**src/rtl/press_count_pkg.sv**
```systemverilog
// Shared types and width helpers for the press-count scheduler slice.
package press_count_pkg;

    typedef enum logic [2:0] {
        IDLE,
        LAUNCH_RREF,
        WAIT_RREF,
        LAUNCH_ENUM,
        COLLECT,
        REPORT
    } press_sched_state_t;

    // A machine can never need more presses than it has variables (COLS-1).
    function automatic int press_weight_w(input int cols);
        return $clog2(cols);
    endfunction

endpackage

```
**src/rtl/axi_stream_if.sv**
```systemverilog
// Minimal AXI-stream bundle used for the enumerator's solution stream.
interface axi_stream_if #(
    parameter int DATA_W = 8
);
    logic [DATA_W-1:0] tdata;
    logic              tvalid;
    logic              tready;
    logic              tlast;

    modport master (output tdata, output tvalid, output tlast, input tready);
    modport slave  (input tdata, input tvalid, input tlast, output tready);
endinterface

```
**src/rtl/popcount.sv**
```systemverilog
// Combinational population count of an N-bit vector into a W-bit result.
module popcount #(
    parameter int N = 8,
    parameter int W = 4
) (
    input  logic [N-1:0] vec,
    output logic [W-1:0] count
);

    always_comb begin
        count = '0;
        for (int i = 0; i < N; i++) begin
            count = count + W'(vec[i]);
        end
    end

endmodule

```
**src/rtl/press_count_scheduler.sv**
```systemverilog
// Per-machine sequencer: job -> RREF -> enumeration -> min-weight result -> running total.
// Optional PRESS_COUNT_STATS_EN adds sol_count and a sticky protocol_err output.
module press_count_scheduler
    import press_count_pkg::*;
#(
    parameter int ROWS    = 16,
    parameter int COLS    = 14,
    parameter int TOTAL_W = 32
) (
    input  logic                             clk,
    input  logic                             rst_n,
    input  logic                             job_valid,
    output logic                             job_ready,
    input  logic [COLS-1:0]                  job_matrix [ROWS],
    input  logic                             job_last,
    output logic                             rref_start,
    output logic [COLS-1:0]                  rref_matrix [ROWS],
    input  logic                             rref_done,
    input  logic                             rref_inconsistent,
    output logic                             enum_start,
    axi_stream_if.slave                      solution_stream,
    output logic                             result_valid,
    input  logic                             result_ready,
    output logic [press_weight_w(COLS)-1:0]  result_weight,
    output logic                             result_none,
    output logic                             total_valid,
    output logic [TOTAL_W-1:0]               total
`ifdef PRESS_COUNT_STATS_EN
    ,
    output logic [COLS-1:0]                  sol_count,
    output logic                             protocol_err
`endif
);

    localparam int VARS     = COLS - 1;
    localparam int WEIGHT_W = press_weight_w(COLS);

    press_sched_state_t state, state_nxt;

    logic                stream_ready;
    logic                last_job;
    logic [VARS-1:0]     beat_vec;
    logic [WEIGHT_W-1:0] beat_w;
    logic [WEIGHT_W-1:0] min_w;
    logic [WEIGHT_W-1:0] min_nxt;
    logic                job_fire;
    logic                done_fire;
    logic                beat_fire;
    logic                result_fire;

    function automatic logic [TOTAL_W-1:0] sat_add(input logic [TOTAL_W-1:0] a,
                                                   input logic [WEIGHT_W-1:0] b);
        logic [TOTAL_W:0] s;
        s = {1'b0, a} + {{(TOTAL_W + 1 - WEIGHT_W){1'b0}}, b};
        return s[TOTAL_W] ? '1 : s[TOTAL_W-1:0];
    endfunction

    // Solution bits beyond the bus width read as zero; bus bits above VARS are dropped.
    assign beat_vec = VARS'(solution_stream.tdata);

    popcount #(
        .N (VARS),
        .W (WEIGHT_W)
    ) u_popcount (
        .vec   (beat_vec),
        .count (beat_w)
    );

    assign solution_stream.tready = stream_ready;

    assign job_fire    = job_valid & job_ready;
    assign done_fire   = rref_done & (state == WAIT_RREF);
    assign beat_fire   = solution_stream.tvalid & stream_ready;
    assign result_fire = result_valid & result_ready;
    assign min_nxt     = (beat_w < min_w) ? beat_w : min_w;

    always_comb begin
        state_nxt = state;
        unique case (state)
            IDLE:        if (job_fire) state_nxt = LAUNCH_RREF;
            LAUNCH_RREF: state_nxt = WAIT_RREF;
            WAIT_RREF:   if (rref_done) state_nxt = rref_inconsistent ? REPORT : LAUNCH_ENUM;
            LAUNCH_ENUM: state_nxt = COLLECT;
            COLLECT:     if (beat_fire && solution_stream.tlast) state_nxt = REPORT;
            REPORT:      if (result_fire) state_nxt = IDLE;
            default:     state_nxt = IDLE;
        endcase
    end

    // Handshake and pulse outputs are registered from the next state so they read 0 in reset.
    always_ff @(posedge clk or negedge rst_n) begin
        if (!rst_n) begin
            state        <= IDLE;
            job_ready    <= 1'b0;
            rref_start   <= 1'b0;
            enum_start   <= 1'b0;
            stream_ready <= 1'b0;
            result_valid <= 1'b0;
        end else begin
            state        <= state_nxt;
            job_ready    <= (state_nxt == IDLE);
            rref_start   <= (state_nxt == LAUNCH_RREF);
            enum_start   <= (state_nxt == LAUNCH_ENUM);
            stream_ready <= (state_nxt == COLLECT);
            result_valid <= (state_nxt == REPORT);
        end
    end

    always_ff @(posedge clk or negedge rst_n) begin
        if (!rst_n) begin
            rref_matrix   <= '{default: '0};
            last_job      <= 1'b0;
            min_w         <= '1;
            result_weight <= '0;
            result_none   <= 1'b0;
            total         <= '0;
            total_valid   <= 1'b0;
        end else begin
            if (job_fire) begin
                rref_matrix <= job_matrix;
                last_job    <= job_last;
                if (total_valid) begin
                    total       <= '0;
                    total_valid <= 1'b0;
                end
            end
            if (done_fire && rref_inconsistent) begin
                result_none   <= 1'b1;
                result_weight <= '0;
            end
            if (state == LAUNCH_ENUM) begin
                min_w       <= '1;
                result_none <= 1'b0;
            end
            // The closing beat's own weight is folded in before the result is captured.
            if (beat_fire) begin
                min_w <= min_nxt;
                if (solution_stream.tlast) result_weight <= min_nxt;
            end
            if (result_fire) begin
                if (!result_none) total <= sat_add(total, result_weight);
                if (last_job) total_valid <= 1'b1;
            end
        end
    end

`ifdef PRESS_COUNT_STATS_EN
    always_ff @(posedge clk or negedge rst_n) begin
        if (!rst_n) begin
            sol_count    <= '0;
            protocol_err <= 1'b0;
        end else begin
            if (state == LAUNCH_ENUM) begin
                sol_count <= '0;
            end else if (beat_fire && (sol_count != '1)) begin
                sol_count <= sol_count + 1'b1;
            end
            if (rref_done && (state != WAIT_RREF)) protocol_err <= 1'b1;
        end
    end
`else
    // Without stats, a stray rref_done is simply dropped and beats are not counted.
`endif

endmodule
```
**src/flat_wrapper.sv**
```systemverilog
// flat-port wrapper written by rule: the top's interface ports become plain ports
module press_count_scheduler_flat import press_count_pkg::*;
#(
    parameter int ROWS    = 16,
    parameter int COLS    = 14,
    parameter int TOTAL_W = 32
)
  (clk, rst_n, job_valid, job_ready, job_matrix, job_last, rref_start, rref_matrix, rref_done, rref_inconsistent, enum_start, result_valid, result_ready, result_weight, result_none, total_valid, total, solution_stream_tdata, solution_stream_tvalid, solution_stream_tlast, solution_stream_tready);
  axi_stream_if solution_stream_i ();
  input  logic clk;
  input  logic rst_n;
  input  logic job_valid;
  output logic job_ready;
  input  logic [COLS-1:0] job_matrix[ROWS];
  input  logic job_last;
  output logic rref_start;
  output logic [COLS-1:0] rref_matrix[ROWS];
  input  logic rref_done;
  input  logic rref_inconsistent;
  output logic enum_start;
  output logic result_valid;
  input  logic result_ready;
  output logic [press_weight_w(COLS)-1:0] result_weight;
  output logic result_none;
  output logic total_valid;
  output logic [TOTAL_W-1:0] total;
  input wire logic [$bits(solution_stream_i.tdata)-1:0] solution_stream_tdata;
  input wire logic [$bits(solution_stream_i.tvalid)-1:0] solution_stream_tvalid;
  input wire logic [$bits(solution_stream_i.tlast)-1:0] solution_stream_tlast;
  output wire logic [$bits(solution_stream_i.tready)-1:0] solution_stream_tready;
  assign solution_stream_i.tdata = solution_stream_tdata;
  assign solution_stream_i.tvalid = solution_stream_tvalid;
  assign solution_stream_i.tlast = solution_stream_tlast;
  assign solution_stream_tready = solution_stream_i.tready;
  press_count_scheduler #(.ROWS(ROWS), .COLS(COLS), .TOTAL_W(TOTAL_W)) u_core (.clk(clk), .rst_n(rst_n), .job_valid(job_valid), .job_ready(job_ready), .job_matrix(job_matrix), .job_last(job_last), .rref_start(rref_start), .rref_matrix(rref_matrix), .rref_done(rref_done), .rref_inconsistent(rref_inconsistent), .enum_start(enum_start), .solution_stream(solution_stream_i), .result_valid(result_valid), .result_ready(result_ready), .result_weight(result_weight), .result_none(result_none), .total_valid(total_valid), .total(total));
endmodule
```
**config.mk**
```make
export PLATFORM = sky130hd
export DESIGN_NAME = press_count_scheduler_flat
export DESIGN_NICKNAME = d
export VERILOG_FILES = /design/src/rtl/press_count_pkg.sv /design/src/rtl/axi_stream_if.sv /design/src/rtl/popcount.sv /design/src/rtl/press_count_scheduler.sv /design/src/flat_wrapper.sv
export SDC_FILE = /design/constraint.sdc
export NUM_CORES = 1
export LEC_CHECK = 0
export CAP_MARGIN = 20
export CORE_AREA = 2 2 197 199
export CTS_CLUSTER_SIZE = 10
export DETAILED_ROUTE_END_ITERATION = 12
export DIE_AREA = 0 0 199 201
export RECOVER_POWER = 100
export SLEW_MARGIN = 20
export SYNTH_ARGS = -nofsm -noshare
export SYNTH_HDL_FRONTEND = slang
export SYNTH_SLANG_ARGS = --single-unit
```
**constraint.sdc**
```tcl
create_clock -name clk -period 5.7 [get_ports clk]
set_input_delay 1.14 -clock clk [delete_from_list [all_inputs] [get_ports clk]]
set_output_delay 1.14 -clock clk [all_outputs]
set_load 0.005 [all_outputs]
```
==> results of run 1 <==
## cell type report
cell class	instances	area share, %
sequential	275	38.6
timing repair buffer	513	28.9
multi-input combinational	446	22.6
clock buffer	46	5.48
tap	518	3.63
inverter	19	0.400
clock inverter	6	0.372
antenna	2	0.0281
## cells in the final DEF, fill, tap and decap left out, types with 4 or more instances in the layout
master and n:
a21oi_1 26, a311oi_1 5, a31oi_1 9, a41oi_1 4, and2_0 4, and2_1 5, and3_1 11, and4_1 7
clkbuf_1 6, clkbuf_16 35, clkbuf_8 6, clkdlybuf4s50_1 235, dfrtp_1 271, dfstp_2 4, dlygate4sd3_1 271, fa_1 5
ha_1 10, inv_1 19, mux2_2 226, mux2i_1 6, nand2_1 19, nand2b_1 4, nand3_1 11, nand4_1 4
nor2_1 16, nor3_1 13, nor4_1 4, o21ai_0 25
## synthesized netlist by cell type, types with 2 or more instances
cell type    n
o22ai_1      2
and3_1      11
nand2b_1     4
clkbuf_1    30
a21oi_1     26
fa_1         5
ha_1        10
nor2_1      16
nor4_1       2
nand3_1     11
mux2i_1      6
o21ai_0     25
nor3_1      13
dfstp_2      4
inv_1       19
nor2b_1      3
mux2_2     226
dfrtp_1    271
and2_1       7
a31oi_1      9
nand4_1      4
a311oi_2     2
a41oi_1      4
a311oi_1     5
a21o_1       2
nor4_2       2
nand2_1     19
xor2_1       3
a211oi_1     2
and4_1       7
## layer usage
metal  GRT usage, %  up-vias  routed length [µm]
met5              0        -                  40
met4           5.46        6                 906
met3           7.46       52                3590
met2           29.6      346               17300
met1           19.3     4110               13100
li1               -     3849                   -
## worst paths after layout
kind	start	endpoint	slack, ps	depth (start not counted)
worst max register to register	u_core.job_ready$_DFF_PN0_	u_core.enum_start$_DFF_PN0_	1780	5
worst min register to register	u_core.rref_matrix[44]$_DFFE_PN0P_	u_core.rref_matrix[44]$_DFFE_PN0P_	490	1
min in group asynchronous	rst_n	u_core.total[18]$_DFF_PN0_	2080	1
worst max-delay path	solution_stream_tdata[0]	u_core.result_weight[1]$_DFF_PN0_	860	14
max in group asynchronous	rst_n	u_core.total_valid$_DFF_PN0_	1420	2
worst min-delay path	u_core.rref_matrix[44]$_DFFE_PN0P_	u_core.rref_matrix[44]$_DFFE_PN0P_	490	1
## critical path: cells and delay by family
| kind | cells | cell delay, ps |
|---|---|---|
| and+or+nand+nor | 1 | 40 |
| adders and majority gates | 6 | 2350 |
| buffers and inverters | 3 | 660 |
| AOI/OAI and AO/OA | 2 | 570 |
| xor gates and xnor gates | 1 | 170 |
| muxes | 1 | 280 |
## cells by family after synthesis
logic type / Yosys count
compound gates: 89
xor+xnor: 3
fa+ha+maj: 15
buf+inv: 51
flops: 275
mux: 232
simple gates: 107
## sequential cells by signal, summed over array words and instances, names as in the netlist, 3 cells and up
| signal | cells |
|---|---|
| u_core.min_w | 4 |
| u_core.result_weight | 4 |
| u_core.state | 3 |
| u_core.rref_matrix | 224 |
| u_core.total | 32 |
## through the flow
step	hold slack, ps	setup WS, ps	instance area [µm²]	power [W]	utilization (%)
after floorplan	480	1200	11100	0.00467	-
after global placement	485	572	16800	0.00707	44.1
after detailed placement	491	452	16800	0.00712	44.1
after CTS	504	1010	17900	0.00926	46.9
after global routing	501	519	17800	0.00931	46.8
final	494	856	17800	0.00874	46.8
## power groups by stage
stage	clock network, W	registers [W]	logic, W
after floorplan	0	0.00338	0.00129
after global placement	0	0.00332	0.00375
after detailed placement	0	0.00336	0.00376
after CTS	0.00214	0.00334	0.00378
after global routing	0.00222	0.00342	0.00367
final	0.00206	0.00329	0.00340
==> results by group, run 1 <==
Status
  • Status: finished with violations
  • Failing checks: max-capacitance violations, max-slew violations

Synthesis
  • Top-area cell type share of the netlist area: roughly three fifths
  • YS warnings: 0
  • Gate Count Post-Synth: roughly 770
  • Register bit count reported by yosys: around 280
  • Adder-cell area share of the yosys netlist: about 2%
  • Simple-gate share of the synthesized area: under 10%
  • Largest family of logic cells by synthesized area: multiplexers
  • Post-synth EDFFs: 0
  • Count of different cell masters after synthesis: 52
  • Avg Cell Area, Syn: between 10 and 15 µm²
  • Multiplexer area fraction after synthesis: a little under a quarter
  • Leading area contributor after synthesis: dfrtp_1
  • Synth Area in Compound Gates: 5.14%
  • Syn nets: 1028
  • Asr flop ratio synth: 100%
  • Mapped Area: 0.0111 mm²
  • Ys flop type: dfrtp_1
  • XOR/XNOR Fraction of Synth Area: 0.236%
  • Largest cells by area after synthesis: dfrtp_1 (61%), mux2_2 (23%), a21oi_1 (1.2%)
  • Sequential-to-total area share from yosys stat: 61.9%

Critical path
  • Kind of critical path: input port to register
  • Data arrival, critical path: between 5000 and 6000 ps
  • Setup crit end kind: register
  • Critical Path Start Type: input port
  • CP most frequent cell: fa_1
  • CP required: approximately 6100 ps
  • Largest stage delay, worst path: 560 ps
  • CP Max Fanout: 3
  • Slowest library cell on the worst path: dlygate4sd3_1
  • Crit-path cells: dlygate4sd3_1 > fa_1 > inv_1 > fa_1 > fa_1 > inv_1 > ha_1 > fa_1 > xor2_1 > ha_1 > nand2_1 > o21ai_0 > mux2i_1 > o21ai_0

Min path
  • HP Class: register to register

Cells and area
  • Final std cells w/o fill: between 1500 and 2000
  • Multi-input logic area: 0.00402 mm²
  • FF+latch area: around 0.0069 mm²
  • Share of cells above drive strength 1: between 20% and 30%
  • Filler cell count: roughly 3500
  • Area Growth Syn to Fin: 60.3%
  • Nets: approximately 1500

Timing
  • Slew headroom: -156%
  • Final setup TNS: 0 ps
  • Final hold vios: 0
  • Worst slew pin tran: about 3800 ps
  • # setup viols final: 0
  • RSZ-0062 raised after global routing: false
  • Fmax: between 0.2 and 0.25 GHz
  • Fin crit share: around 85%
  • Clock skew: between 10 and 15 ps
  • Pins Over Slew Limit: between 150 and 200
  • Min Tclk post-route: 4840 ps

Global routing
  • Initial antenna violation count: 5
  • Gr usage total: approximately 17%
  • Gr ovfl total: 0
  • Largest net degree at the start of global routing: approximately 110
  • Number of global-route vias before repair: a little under 9000
  • First-pass GRT wire length: 52700 µm

Clock tree
  • Worst-path clk slew: about 50 ps
  • # hold bufs at CTS: 0
  • Post-CTS sizing: 0
  • Clk sink count: approximately 280
  • Max clock buf depth: 3
  • Setup bufs post-CTS: 0
  • Num CTS Buffers: 35
  • Htree depth: 2
  • CTS Root Cell: clkbuf_16
  • CTS tree: done
  • Worst skew pair latency: roughly 520 ps

Power and ir drop
  • Switching Share: 28.7%
  • Switching power: about 0.0025 W
  • Pwr dens: around 490 mW/mm²
  • Peak VDD IR: about 0.00028 V
  • Cell-internal power: 0.00624 W
  • Lkg Pwr: around 7.6 nW
  • Comb pwr share: between 30% and 40%
  • Seq pwr share: ~38%
  • Clk network pwr share: around a quarter

Run
  • MaxCap Viol Count: 2

Placement
  • Dpl hpwl: around 26000 µm
  • Port buffer count: just over 500
  • GPL Wtd Cong: around 0.80
  • Placed insts: approximately 1800

Routing
  • Routed len/inst: about 19 µm
  • DR pass1 iterations: 4
  • Post-route DRC: 0
  • Final ANT Viol Nets: 0
  • First DRT Iteration DRCs: 312
  • Vias per Instance: ~4.6
  • Routed via count: between 8000 and 9000
  • Detailed Route WL: 34900 µm

Floorplanning
  • Die Span Y: 201 µm
  • Die X: just under 200 µm
  • Initial Util: 29.2%
  • Core area: 0.0381 mm²
  • Die area: roughly 0.040 mm²
  • Rows: between 70 and 80
  • I/O pin count: 508
Power figures use the tool's default switching activity.
==> run 2: changes to the inputs <==
--- a/config.mk
+++ b/config.mk
@@ -6,10 +6,10 @@
 export NUM_CORES = 1
 export LEC_CHECK = 0
 export CAP_MARGIN = 20
-export CORE_AREA = 2 2 197 199
+export CORE_AREA = 2 2 198 200
 export CTS_CLUSTER_SIZE = 10
 export DETAILED_ROUTE_END_ITERATION = 12
-export DIE_AREA = 0 0 199 201
+export DIE_AREA = 0 0 200 202
 export RECOVER_POWER = 100
 export SLEW_MARGIN = 20
 export SYNTH_ARGS = -nofsm -noshare
==> constraint.sdc (replaced) <==
create_clock -name clk -period 4.9 [get_ports clk]
set_input_delay 0.98 -clock clk [delete_from_list [all_inputs] [get_ports clk]]
set_output_delay 0.98 -clock clk [all_outputs]
set_load 0.005 [all_outputs]
==> run 2 against run 1 <==
  * The run still ends with max-capacitance violations, max-slew violations left
  * Sequential share of layout area grew 0.17 points
  * Power grew 15%
  * Non-clock buffer count grew 6
  * Via count grew 1.6%
  * Highest routed layer unchanged
==> results by group, run 2 (synthesis results as in run 1) <==
Routing
  • DR pass1 iterations: 4
  • Detailed Route WL: around 36000 µm
  • Routed via count: 8500
  • First DRT Iteration DRCs: approximately 240
  • Vias per Instance: roughly 4.6
  • Final ANT Viol Nets: 0
  • Routed len/inst: just under 20 µm
  • Post-route DRC: 0

Critical path
  • R2r startpoint: u_core.result_weight[0]$_DFF_PN0_
  • CP Max Fanout: 3
  • Critical Path Start Type: input port
  • Setup crit end kind: register
  • Setup crit end: u_core.result_weight[0]$_DFF_PN0_
  • Kind of critical path: input port to register
  • CP required: approximately 5300 ps
  • Origin of the worst setup path: solution_stream_tdata[0]
  • Reg2reg setup slack: 1480 ps
  • Data arrival, critical path: between 4000 and 5000 ps
  • R2R Path End: u_core.total[16]$_DFF_PN0_
  • R2R depth: 8

Power and ir drop
  • Switching power: 0.00291 W
  • Switching Share: between 20 and 30%
  • Cell-internal power: slightly above 0.007 W
  • Pwr dens: between 500 and 600 mW/mm²
  • Power consumption: a little over 0.01 W
  • Peak VDD IR: around 0.00032 V
  • Comb pwr share: roughly two fifths
  • Clk network pwr share: around 23%
  • Lkg Pwr: 7.55 nW
  • Seq pwr share: between 30% and 40%

Floorplanning
  • Die X: 200 µm
  • I/O pin count: 508
  • Die Span Y: approximately 200 µm
  • Rows: slightly above 70
  • Core area: 0.0383 mm²
  • Die area: just over 0.04 mm²
  • Initial Util: approximately 29%

Cells and area
  • Top Registers: u_core.rref_matrix x224, u_core.total x32
  • Nets: ~1600
  • Area Growth Syn to Fin: 59.6%
  • Highest-count cells in the layout ignoring fill and taps: dlygate4sd3_1 (271), dfrtp_1 (271), clkdlybuf4s50_1 (235)
  • FF+latch area: just under 0.007 mm²
  • Biggest register: u_core.rref_matrix
  • Multi-input logic area: approximately 0.0040 mm²
  • Share of cells above drive strength 1: a little over a fifth
  • Max FFs per register: approximately 220
  • Filler cell count: between 3000 and 4000

Global routing
  • GR peak layer: met2
  • Gr usage total: 17.6%
  • First-pass GRT wire length: around 54000 µm
  • Initial antenna violation count: 3
  • Largest net degree at the start of global routing: ~130
  • Number of global-route vias before repair: between 9000 and 10000
  • Met2 GRT Util: 30.9%
  • Met3 usage: roughly 6.4%
  • Gr ovfl total: 0
  • Met1 usage: between 20% and 30%

Placement
  • Port buffer count: roughly 500
  • Dpl hpwl: 26700 µm
  • GPL Wtd Cong: a little under 0.8

Clock tree
  • Max clock buf depth: 3
  • # hold bufs at CTS: 0
  • Num CTS Buffers: 35
  • Worst skew pair latency: between 500 and 600 ps
  • CTS tree: done
  • Clk sink count: around 280
  • Htree depth: 2
  • Worst-path clk slew: ~50 ps
  • CTS Root Cell: clkbuf_16
  • Setup bufs post-CTS: 0
  • Post-CTS sizing: 0

Timing
  • Worst slew pin tran: ~2300 ps
  • Final hold vios: 0
  • # setup viols final: 0
  • Slew headroom: -56.5%
  • Clock skew: 9.93 ps
  • Min Tclk post-route: 4550 ps
  • RSZ-0062 raised after global routing: false
  • Fmax: 0.220 GHz
  • Pins Over Slew Limit: 40
  • Final setup TNS: 0 ps
  • Fin crit share: 92.8%

Status
  • Status: finished with violations
  • Failing checks: max-capacitance violations, max-slew violations

Min path
  • HP Class: register to register
  • Hold_sp: u_core.rref_matrix[210]$_DFFE_PN0P_

Run
  • MaxCap Viol Count: 2
run 2: cell types whose count changed in the layout (fill, tap and decap cells not counted), moves of 2 or more:
cell | before | now
clkbuf_8 | 6 | 4
clkbuf_4 | 0 | 2
clkbuf_2 | 0 | 3
clkbuf_1 | 6 | 13
inv_6 | 3 | 1
buf_12 | 3 | 0
run 2: power groups by stage:
stage | registers [W] | logic, W | clock network (W)
2_1_floorplan | 0.00393 | 0.00150 | 0
3_5_place_dp | 0.00392 | 0.00437 | 0
3_3_place_gp | 0.00388 | 0.00436 | 0
6_report | 0.00384 | 0.00393 | 0.00229
4_1_cts | 0.00390 | 0.00439 | 0.00238
5_1_grt | 0.00400 | 0.00424 | 0.00248
run 2: how the worst min path moves through the flow:
stage / endpoint / slack (ps) / depth (start not counted)
2_1_floorplan: u_core.total[22]$_DFF_PN0_ / 480 / 1
3_3_place_gp: u_core.total[22]$_DFF_PN0_ / 490 / 1
3_5_place_dp: u_core.rref_matrix[62]$_DFFE_PN0P_ / 490 / 1
4_1_cts: u_core.total[22]$_DFF_PN0_ / 500 / 1
5_1_grt: u_core.rref_matrix[28]$_DFFE_PN0P_ / 500 / 1
6_report: u_core.rref_matrix[210]$_DFFE_PN0P_ / 490 / 1
run 2: per-layer routing:
layer	share of wire [%]	vias to the layer above
met5	0.036	-
met4	1.3	2
met3	9.5	34
met2	51	326
met1	38	4286
li1	-	3852
run 2: area by class of cell:
cell class | count | area share, %
Inverter | 19 | 0.402
Antenna cell | 2 | 0.0282
Tap cell | 518 | 3.65
Sequential cell | 275 | 38.8
Multi-Input combinational cell | 446 | 22.5
Clock inverter | 4 | 0.148
Clock buffer | 47 | 5.41
Timing Repair Buffer | 519 | 29.0
run 2: worst max-delay path: stages:
cell and delay, ps:
dlygate4sd3_1 560, fa_1 540, inv_1 50, fa_1 460
fa_1 490, inv_1 40, ha_1 200, fa_1 380
xor2_1 170, ha_1 280, nand2_1 40, o21ai_0 140
clkbuf_1 220, mux2i_1 260, o21ai_0 110
run 2: through the flow:
| step | hold slack [ps] | instance area [µm²] | utilization [%] | setup WS, ps | std cells |
|---|---|---|---|---|---|
| floorplan | 480 | 11100 | - | 558 | 772 |
| global placement | 486 | 16800 | 44.0 | 103 | 1776 |
| detailed placement | 491 | 16800 | 44.0 | 19.1 | 1776 |
| CTS | 502 | 17800 | 46.6 | 583 | 1827 |
| global route | 503 | 17800 | 46.4 | 186 | 1828 |
| finish | 495 | 17800 | 46.4 | 352 | 1830 |
==> run 3: changes to the inputs <==
--- a/config.mk
+++ b/config.mk
@@ -6,12 +6,13 @@
 export NUM_CORES = 1
 export LEC_CHECK = 0
 export CAP_MARGIN = 20
-export CORE_AREA = 2 2 198 200
+export CORE_AREA = 2 2 200 202
 export CTS_CLUSTER_SIZE = 10
 export DETAILED_ROUTE_END_ITERATION = 12
-export DIE_AREA = 0 0 200 202
+export DIE_AREA = 0 0 202 204
 export RECOVER_POWER = 100
 export SLEW_MARGIN = 20
 export SYNTH_ARGS = -nofsm -noshare
 export SYNTH_HDL_FRONTEND = slang
+export SYNTH_HIERARCHICAL = 1
 export SYNTH_SLANG_ARGS = --single-unit
==> run 3 against run 2 <==
  * Worst hold slack about the same
  * Combinational power is 5.9% higher
  * Area after synthesis grew 1.9%
  * The run still ends with max-capacitance violations, max-slew violations left
  * Critical path depth unchanged
  * Largest cell class unchanged
  * Count of clock-buffer cells in the layout decreased by 2
  * Fmax down 2.2%
  * Via count increased by 0.76%
  * Global-route usage is essentially flat
  * Sequential share of layout area fell by 0.66 points
==> results by group, run 3 <==
Timing
  • Clock skew: between 10 and 15 ps
  • Setup slack after layout: 247 ps
  • Worst slew pin tran: about 2800 ps
  • Final hold vios: 0
  • RSZ-0062 raised after global routing: false
  • Fin crit share: between 90 and 100%
  • # setup viols final: 0
  • Slew headroom: -87.5%
  • Min Tclk post-route: around 4700 ps
  • Fmax: between 0.2 and 0.25 GHz
  • Pins Over Slew Limit: 142

Min path
  • HP Class: register to register
  • Hold_sp: u_core/rref_matrix[88]$_DFFE_PN0P_

Power and ir drop
  • Pwr dens: about 570 mW/mm²
  • Lkg Pwr: 7.65 nW
  • Clk network pwr share: between 20 and 25%
  • Cell-internal power: around 0.0072 W
  • Switching Share: roughly 30%
  • Seq pwr share: roughly 37%
  • Peak VDD IR: 0.000354 V
  • Switching power: around 0.003 W
  • Comb pwr share: about two fifths

Synthesis
  • Top-count cell post-synth: dfrtp_1
  • Post-synth top cells: dfrtp_1 (271), mux2_2 (225), clkbuf_1 (26)
  • Post-synth EDFFs: 0
  • Top-area cell type share of the netlist area: between 50% and 60%
  • Sequential-to-total area share from yosys stat: between 60% and 70%
  • Largest cells by area after synthesis: dfrtp_1 (60%), mux2_2 (22%), fa_1 (1.6%)
  • Avg Cell Area, Syn: between 10 and 15 µm²
  • Gate Count Post-Synth: 790
  • Register bit count reported by yosys: ~280
  • Asr flop ratio synth: 100%
  • Leading area contributor after synthesis: dfrtp_1
  • Ys flop type: dfrtp_1
  • Count of different cell masters after synthesis: 59
  • Mapped Area: about 0.011 mm²
  • YS warnings: 6

Placement
  • Dpl ws: -634 ps
  • Dpl hpwl: roughly 28000 µm
  • GPL Wtd Cong: roughly 0.8
  • Port buffer count: ~510
  • Placed insts: roughly 1800

Floorplanning
  • Core area: between 0.03 and 0.04 mm²
  • I/O pin count: ~510
  • Rows: 73
  • Initial Util: slightly below 30%
  • Die area: between 0.04 and 0.05 mm²
  • Die X: approximately 200 µm
  • Die Span Y: roughly 200 µm

Routing
  • Met2 WL post-DR: about 19000 µm
  • Final ANT Viol Nets: 0
  • Routed via count: roughly 8600
  • Met3 WL post-DR: between 3000 and 4000 µm
  • Highest routed layer: met5
  • Routed len/inst: 19.7 µm
  • Met1 wire length: 13600 µm
  • Vias per Instance: approximately 4.6
  • DR pass1 iterations: 4
  • Detailed Route WL: about 37000 µm
  • Post-route DRC: 0
  • First DRT Iteration DRCs: around 330

Critical path
  • CP Max Fanout: 3
  • R2r startpoint: u_core/job_ready$_DFF_PN0_
  • R2R Path End: u_core/rref_matrix[104]$_DFFE_PN0P_
  • CP required: about 5300 ps
  • Data arrival, critical path: slightly above 5000 ps
  • Setup crit end: u_core/result_weight[2]$_DFF_PN0_
  • R2R depth: 3
  • Reg2reg setup slack: about 1400 ps
  • Kind of critical path: input port to register
  • Critical Path Start Type: input port
  • Origin of the worst setup path: solution_stream_tdata[5]
  • Setup crit end kind: register

Clock tree
  • Worst-path clk slew: approximately 50 ps
  • CTS Root Cell: clkbuf_16
  • Worst skew pair latency: ~530 ps
  • Max clock buf depth: 3
  • Num CTS Buffers: 35
  • CTS tree: done
  • Htree depth: 2
  • Clk sink count: 275

Status
  • Failing checks: max-capacitance violations, max-slew violations
  • Status: finished with violations

Cells and area
  • Max FFs per register: ~220
  • Highest-count cells in the layout ignoring fill and taps: dfrtp_1 (271), dlygate4sd3_1 (270), clkdlybuf4s50_1 (231)
  • Most common cell after layout, fill and taps aside: dfrtp_1
  • Biggest register: u_core/rref_matrix
  • Top Registers: u_core/rref_matrix x224, u_core/total x32
  • Area Growth Syn to Fin: 59.4%
  • Final std cells w/o fill: between 1500 and 2000
  • Nets: 1578
  • Share of cells above drive strength 1: between 20% and 30%

Global routing
  • Initial antenna violation count: 6
  • Gr usage total: ~18%
  • First-pass GRT wire length: 55400 µm
  • Largest net degree at the start of global routing: around 110
  • Number of global-route vias before repair: roughly 9000
  • Gr ovfl total: 0

Run
  • MaxCap Viol Count: 2
## run 3: critical path: stages
cell and delay (ps):
dlymetal6s2s_1 100, inv_2 40, fa_1 520, fa_1 530, fa_1 490, fa_1 530
inv_2 40, fa_2 380, fa_2 380, xor2_2 160, ha_1 180, a21oi_1 270
o21ai_4 130, mux2i_2 210, o21ai_0 110
## run 3: routing by layer
layer / up-vias / track usage (%)
li1: 3937 / -
met1: 4202 / 19.8
met2: 352 / 29.8
met3: 68 / 6.47
met4: 6 / 7.90
met5: - / 0
## run 3: power by group through the flow
stage          logic, W  registers, W  clock network, W
2_1_floorplan   0.00160       0.00393                 0
3_3_place_gp    0.00447       0.00388                 0
3_5_place_dp    0.00450       0.00392                 0
4_1_cts         0.00453       0.00390           0.00240
5_1_grt         0.00447       0.00399           0.00249
6_report        0.00416       0.00383           0.00230
## run 3: worst min-delay path by stage
stage                                     endpoint  slack, ps  cells after the start
3_5_place_dp   u_core/rref_matrix[134]$_DFFE_PN0P_        490                      1
6_report        u_core/rref_matrix[88]$_DFFE_PN0P_        490                      1
4_1_cts        u_core/rref_matrix[134]$_DFFE_PN0P_        500                      1
2_1_floorplan          u_core/last_job$_DFFE_PN0P_        480                      1
3_3_place_gp   u_core/rref_matrix[117]$_DFFE_PN0P_        490                      1
5_1_grt        u_core/rref_matrix[160]$_DFFE_PN0P_        500                      1
## run 3: metrics by stage
stage               util (%)  power, W  hold WS, ps  setup TNS (ps)  area [µm²]
finish                  46.1    0.0103          494               0       18100
global route            46.1    0.0109          504               0       18100
CTS                     46.2    0.0108          504               0       18100
detailed placement      43.6   0.00842          491           -4680       17100
global placement        43.6   0.00835          486           -4040       17100
floorplan                  -   0.00553          480               0       11400
## run 3: cell families after synthesis
kind of cell / Yosys count / share of synthesized area (%)
AO/OA/AOI/OAI: 89 / 4.90
buffers and inverters: 50 / 1.74
other: 1 / 0.0331
AND/OR/NAND/NOR: 124 / 6.92
flip-flops: 275 / 60.8
XOR/XNOR: 3 / 0.232
multiplexers: 229 / 22.7
adder cells (fa/ha/maj): 19 / 2.69
## run 3: cell type report
class	count	area, µm²
tap	525	657
fill	3549	21100
antenna	3	7.51
sequential	275	6890
inverter	19	71.3
clock buffer	45	943
timing repair buffer	518	5180
multi-input combinational	469	4270
clock inverter	7	48.8
## run 3: what timing repair did
item                       CTS  global route
setup endpoints to repair    4             8
buffers inserted             0             2
hold buffers                 0             0
resized for setup            2            17
pin swaps                    3            13
